$ cat config.mk
export PLATFORM = sky130hd
export DESIGN_NAME = tl_master_bridge
export DESIGN_NICKNAME = d
export VERILOG_FILES = /design/src/rtl/tl_master_bridge.sv
export SDC_FILE = /design/constraint.sdc
export NUM_CORES = 1
export LEC_CHECK = 0
export BUFFER_PORTS_ARGS = -buffer_cell sky130_fd_sc_hd__buf_2
export CORE_MARGIN = 3
export CORE_UTILIZATION = 47
export CTS_CLUSTER_SIZE = 14
export DETAILED_ROUTE_END_ITERATION = 7
export GPL_ROUTABILITY_DRIVEN = 0
export PLACE_DENSITY_LB_ADDON = 0.05
export SLEW_MARGIN = 40
export SYNTH_ARGS = -nofsm -noshare
export SYNTH_HDL_FRONTEND = slang
export SYNTH_SLANG_ARGS = --single-unit
$ cat constraint.sdc
create_clock -name clk -period 3.15 [get_ports clk]
set_clock_uncertainty 0.1 [all_clocks]
set_input_delay 0.315 -clock clk [delete_from_list [all_inputs] [get_ports clk]]
set_output_delay 0.315 -clock clk [all_outputs]
set_load 0.005 [all_outputs]
$ cat src/rtl/tl_master_bridge.sv
// -----------------------------------------------------------------------------
// tl_master_bridge
//
// Purpose:
//   Accepts load/store requests from the processor core, buffers them in a
//   small FIFO and issues them one at a time as a 55-bit A-channel word with an
//   a_valid strobe. After a fixed response window the 47-bit D-channel is
//   sampled and the read data / error status is returned to the core. Only one
//   transaction is outstanding, so responses come back in request order.
//
// Parameters:
//   FIFO_DEPTH  request buffer entries (power of 2, >= 2)
//   RESP_WAIT   cycles a_valid is held high before the D-channel is sampled
//   SOURCE_ID   2-bit value driven on a_source
//
// Ports:
//   clk        in   rising-edge clock
//   reset      in   asynchronous, active-low reset
//   req_valid  in   core request strobe
//   req_ready  out  FIFO not full (0 while reset is low)
//   req_we     in   1 = store (PutFullData), 0 = load (Get)
//   req_addr   in   10-bit word address
//   req_wdata  in   32-bit store data
//   rsp_valid  out  one-cycle response pulse
//   rsp_rdata  out  load data (0 for stores and failed transactions)
//   rsp_error  out  transaction failed
//   a_channel  out  opcode[54:52] param[51:49] size[48:46] source[45:44]
//                   address[43:34] data[33:2] valid[1] ready[0]
//   a_valid    out  A-channel strobe; the slave acts on its rising edge
//   d_channel  in   opcode[46:44] param[43:42] size[41:37] source[36:35]
//                   error[34] data[33:2] valid[1] ready[0]
//
// Build option:
//   TL_SRC_CHECK_EN  when defined, a D-channel source that differs from
//                    SOURCE_ID is also reported as an error.
// -----------------------------------------------------------------------------
module tl_master_bridge #(
    parameter int         FIFO_DEPTH = 2,
    parameter int         RESP_WAIT  = 4,
    parameter logic [1:0] SOURCE_ID  = 2'd0
) (
    input  logic        clk,
    input  logic        reset,
    input  logic        req_valid,
    output logic        req_ready,
    input  logic        req_we,
    input  logic [9:0]  req_addr,
    input  logic [31:0] req_wdata,
    output logic        rsp_valid,
    output logic [31:0] rsp_rdata,
    output logic        rsp_error,
    output logic [54:0] a_channel,
    output logic        a_valid,
    input  logic [46:0] d_channel
);

    localparam int PTR_W   = (FIFO_DEPTH > 1) ? $clog2(FIFO_DEPTH) : 1;
    localparam int CNT_W   = $clog2(FIFO_DEPTH + 1);
    localparam int WCNT_W  = $clog2(RESP_WAIT + 1);
    localparam int ENTRY_W = 1 + 10 + 32;

    localparam logic [CNT_W-1:0]  FULL_CNT  = CNT_W'(FIFO_DEPTH);
    localparam logic [WCNT_W-1:0] WAIT_LAST = WCNT_W'(RESP_WAIT);

    typedef enum logic [1:0] {
        S_IDLE,
        S_SETUP,
        S_WAIT,
        S_DONE
    } state_t;

    state_t state_reg, state_next;

    // ------------------------------------------------------------------
    // Request FIFO: storage array without reset, pointers/count with reset
    // ------------------------------------------------------------------
    logic [ENTRY_W-1:0] fifo_mem [FIFO_DEPTH];
    logic [PTR_W-1:0]   wr_ptr_reg;
    logic [PTR_W-1:0]   rd_ptr_reg;
    logic [CNT_W-1:0]   count_reg;
    logic               push;
    logic               pop;
    logic [ENTRY_W-1:0] pop_entry;

    assign req_ready = reset && (count_reg != FULL_CNT);
    assign push      = req_valid && req_ready;
    assign pop       = (state_reg == S_IDLE) && (count_reg != '0);
    assign pop_entry = fifo_mem[rd_ptr_reg];

    always_ff @(posedge clk) begin
        if (push) begin
            fifo_mem[wr_ptr_reg] <= {req_we, req_addr, req_wdata};
        end
    end

    always_ff @(posedge clk or negedge reset) begin
        if (!reset) begin
            wr_ptr_reg <= '0;
            rd_ptr_reg <= '0;
            count_reg  <= '0;
        end else begin
            if (push) begin
                wr_ptr_reg <= wr_ptr_reg + PTR_W'(1);
            end
            if (pop) begin
                rd_ptr_reg <= rd_ptr_reg + PTR_W'(1);
            end
            case ({push, pop})
                2'b10:   count_reg <= count_reg + CNT_W'(1);
                2'b01:   count_reg <= count_reg - CNT_W'(1);
                default: count_reg <= count_reg;
            endcase
        end
    end

    // ------------------------------------------------------------------
    // A-channel header: captured on the pop so the fields are already
    // settled one cycle (SETUP) before the a_valid rising edge, and stay
    // frozen until the next pop.
    // ------------------------------------------------------------------
    logic        pop_we;
    logic [9:0]  pop_addr;
    logic [31:0] pop_wdata;
    logic [52:0] hdr_reg;
    logic        we_reg;

    assign pop_we    = pop_entry[42];
    assign pop_addr  = pop_entry[41:32];
    assign pop_wdata = pop_entry[31:0];

    always_ff @(posedge clk or negedge reset) begin
        if (!reset) begin
            hdr_reg <= '0;
            we_reg  <= 1'b0;
        end else if (pop) begin
            we_reg  <= pop_we;
            hdr_reg <= {(pop_we ? 3'd0 : 3'd4),    // PutFullData / Get
                        3'd0,                      // param
                        3'd2,                      // size: 4 bytes
                        SOURCE_ID,
                        pop_addr,
                        (pop_we ? pop_wdata : 32'd0)};
        end
    end

    assign a_valid   = (state_reg == S_WAIT);
    // ready bit follows reset directly so it is 0 exactly while reset is low
    assign a_channel = {hdr_reg, a_valid, reset};

    // ------------------------------------------------------------------
    // FSM
    // ------------------------------------------------------------------
    logic [WCNT_W-1:0] wait_cnt_reg;

    always_ff @(posedge clk or negedge reset) begin
        if (!reset) begin
            state_reg    <= S_IDLE;
            wait_cnt_reg <= '0;
        end else begin
            state_reg <= state_next;
            if (state_reg == S_SETUP) begin
                wait_cnt_reg <= WCNT_W'(1);
            end else if (state_reg == S_WAIT) begin
                wait_cnt_reg <= wait_cnt_reg + WCNT_W'(1);
            end
        end
    end

    always_comb begin
        state_next = state_reg;
        case (state_reg)
            S_IDLE:  if (pop) state_next = S_SETUP;
            S_SETUP: state_next = S_WAIT;
            S_WAIT:  if (wait_cnt_reg == WAIT_LAST) state_next = S_DONE;
            S_DONE:  state_next = S_IDLE;
            default: state_next = S_IDLE;
        endcase
    end

    // ------------------------------------------------------------------
    // Response check. The slave keeps its D-channel valid bit sticky, so
    // the channel is only looked at in DONE, never edge-detected.
    // ------------------------------------------------------------------
    logic [2:0]  d_opcode;
    logic [1:0]  d_source;
    logic        d_error;
    logic [31:0] d_data;
    logic        d_valid;
    logic [2:0]  exp_opcode;
    logic        rsp_err_calc;
    logic        unused_d;

    assign d_opcode   = d_channel[46:44];
    assign d_source   = d_channel[36:35];
    assign d_error    = d_channel[34];
    assign d_data     = d_channel[33:2];
    assign d_valid    = d_channel[1];
    // AccessAck (0) for stores, AccessAckData (1) for loads
    assign exp_opcode = we_reg ? 3'd0 : 3'd1;

`ifdef TL_SRC_CHECK_EN
    assign rsp_err_calc = !d_valid || d_error || (d_opcode != exp_opcode) ||
                          (d_source != SOURCE_ID);
    assign unused_d     = ^{d_channel[43:37], d_channel[0]};
`else
    assign rsp_err_calc = !d_valid || d_error || (d_opcode != exp_opcode);
    assign unused_d     = ^{d_channel[43:37], d_channel[0], d_source};
`endif

    logic        rsp_valid_reg;
    logic [31:0] rsp_rdata_reg;
    logic        rsp_error_reg;

    always_ff @(posedge clk or negedge reset) begin
        if (!reset) begin
            rsp_valid_reg <= 1'b0;
            rsp_rdata_reg <= '0;
            rsp_error_reg <= 1'b0;
        end else begin
            rsp_valid_reg <= (state_reg == S_DONE);
            if (state_reg == S_DONE) begin
                rsp_error_reg <= rsp_err_calc;
                rsp_rdata_reg <= (!rsp_err_calc && !we_reg) ? d_data : 32'd0;
            end
        end
    end

    assign rsp_valid = rsp_valid_reg;
    assign rsp_rdata = rsp_rdata_reg;
    assign rsp_error = rsp_error_reg;

endmodule

==> metrics.yaml <==
status:
  status: "finished clean"
grt:
  grt-ovfl-total: 0
  grt_first_pass_wirelength_mm: 22.5
  grt_max_degree: 68
  antenna_found_initial: 0
  first_global_vias: 4337
  grt_usage_pct: 18.2
logic_synthesis:
  synthMuxAreaShare_pct: 6.87
  synth_compound_area_share_pct: 7.06
  syn_avg_cell_area_um2: 13.8
  synth_edf_count: 86
  ys_seq_area_share_pct: 71.8
  netlist.area_leader.share_pct: 38.7
  synth_xor_area_share_pct: 0.788
  synth_top_area_cell: "edfxtp_1"
  ys.flop_type: "dfrtp_1"
  async_reset_ff_share_pct: 50.6
  yosysUniqueCellTypes: 34
  netlist_instances: 484
  yosys.area_share.simple_pct: 6.03
  syn-cell-area_um2: 6670
  synth_top_family_by_area: "compound AO/OA/AOI/OAI gates"
  ys_ff_latch: 174
  synthAdderAreaFrac_pct: 1.50
  yosys-top-cells-area: "edfxtp_1, dfrtp_1, mux2i_1, nand2_1, o21ai_0"
  ys_warn_count: 0
detailed_routing:
  wl_mm: 13.8
  m1WireLength_mm: 5.92
  vias: 4326
  viasPerCell: 4.93
  met2_length_mm: 6.83
  drt_iter0_drc: 211
  wl_met3_um: 853
  dr.pass1.iters: 4
  wl_per_cell_um: 15.8
  top_layer: "met4"
  drt.antenna.violating_nets: 0
  drc: 0
timing:
  setup_viol: 0
  relSlewSlack_pct: 58.7
  worst_pin_slew_ns: 0.620
  rsz0062_at_grt: "no"
  final.period_utilization_pct: 68.9
  period_needed_ns: 2.17
  tns_ns: 0
  max_freq_mhz: 460
  timing.final.hold_violations: 0
  slew_viol_final: 0
finish:
  largest_reg_flops: 86
  fin_area_um2: 8590
  final_nets: 789
  drive_gt1_share_pct: 29.7
  syn_to_final_growth_pct: 28.9
  fin_util_pct: 63.3
  diodes: 0
critical_path:
  critPathMaxFanout: 33
  start_kind: "input pin"
  startpoint: "reset"
  cp.arrival_ns: 2.18
  crit_type: "input pin to register"
  crit_path_end_kind: "register"
  required_ns: 3.16
  ff2ff_path_depth: 5
  worstReg2RegStart: "state_reg[0]"
  rrSetupSlack_ns: 1.24
clock_network:
  htree_num_levels: 4
  post-cts-setup-buffer-count: 0
  cts_num_sinks: 174
  clockRootBuffer: "clkbuf_16"
  clock_path_buffers: 2
  path_clk_slew_ns: 0.06
  cts_tree: "yes"
  clock_latency_ns: 0.42
  cts-buffers-inserted: 17
power:
  power_density_nw_per_um2: 815
  power.share.sequential_pct: 45.2
  ir_drop_mv: 0.439
  p_clk_share_pct: 28.3
  p_sw_uw: 2150
  p_total_uw: 7000
  sw_frac_of_total_pct: 30.7
  pwr-share-comb_pct: 26.6
  leakage_uw: 0.00386
  internal-power_uw: 4850
floorplanning:
  start_util_pct: 49.2
  die_x_um: 125
  die_h_um: 125
  io_pins: 184
  num_rows: 42
  core_um2: 13600
  floorplan.die_area_um2: 15600
placement:
  hpwl_mm: 8.95
  placed_area_um2: 7590
  port_buffers: 164
worst_hold_path:
  worstHoldStart: "req_wdata[26]"
  hold_depth: 1
  hold_class: "input pin to register"
job:
  cap_violations: 0
[stage by stage]
| stage | cells | hold WS, ns | worst slack [ns] |
|---|---|---|---|
| 2_1_floorplan | 492 | -0.0806 | 0.147 |
| 3_3_place_gp | 802 | 0.155 | 1.06 |
| 3_5_place_dp | 802 | 0.156 | 1.06 |
| 4_1_cts | 877 | 0.000252 | 0.935 |
| 5_1_grt | 877 | 0.00294 | 0.843 |
| 6_report | 877 | 0.0182 | 0.978 |
[critical path: stages]
cell	delay (ns)
dlygate4sd3_1	0.53
buf_4	0.34
o211ai_1	0.28
nor2_4	0.42
buf_12	0.28
[cells in the final DEF (no fill, tap or decap), types with 4 or more instances in the layout]
cell / count
buf_2: 163
dfrtp_1: 87
edfxtp_1: 86
nand2_1: 79
o21ai_0: 43
dlygate4sd3_1: 43
mux2i_1: 42
inv_1: 39
o22ai_1: 33
clkbuf_16: 17
conb_1: 9
ha_1: 7
xnor2_1: 5
nor2_1: 5
clkbuf_1: 5
buf_4: 4
[synth_stat cells (3+ instances only)]
cell type,count
ha_1,8
o22ai_1,33
mux2i_1,42
nor2_1,6
xnor2_1,5
buf_1,3
inv_1,39
dfrtp_1,88
o21ai_0,43
edfxtp_1,86
buf_6,5
buf_2,9
nand2_1,79
buf_4,14
clkbuf_1,3
[final timing paths]
check                             endpoint
min                        fifo_mem[1][26]
max in group asynchronous       rd_ptr_reg
max                         fifo_mem[0][3]
max reg2reg                    hdr_reg[39]
min reg2reg                    hdr_reg[45]
min in group asynchronous      hdr_reg[29]
[cells by family after synthesis]
logic type,after synthesis
and+or+nand+nor,92
xor gates and xnor gates,6
adders and majority gates,8
other,1
AOI/OAI and AO/OA,83
buffers and inverters,75
muxes,45
DFF,174
[cell type report]
class	count	area [um2]
clock buffer	22	444
inverter	39	146
clock inverter	10	115
timing repair buffer	213	1330
tap	176	220
sequential	174	4790
multi-input combinational	243	1550
fill	1099	4970
[routing by layer]
layer / vias up / GRT usage (%)
met3: 16 / 5.33
met4: 0 / 6.31
met1: 2096 / 22.3
li1: 2069 / -
met5: - / 0
met2: 145 / 31.0
[power groups by stage]
stage / clock network [uW] / registers [uW] / logic, uW
final: 1980 / 3160 / 1860
after CTS: 2020 / 3160 / 1890
after detailed placement: 0 / 3200 / 1850
after global routing: 2130 / 3210 / 2090
after floorplan: 0 / 3120 / 1260
after global placement: 0 / 3180 / 1780
[what timing repair did]
item,4_1_cts,5_1_grt
hold buffers,43,0
resized for setup,0,0
hold endpoints to repair,105,0
Power figures use the tool's default switching activity.
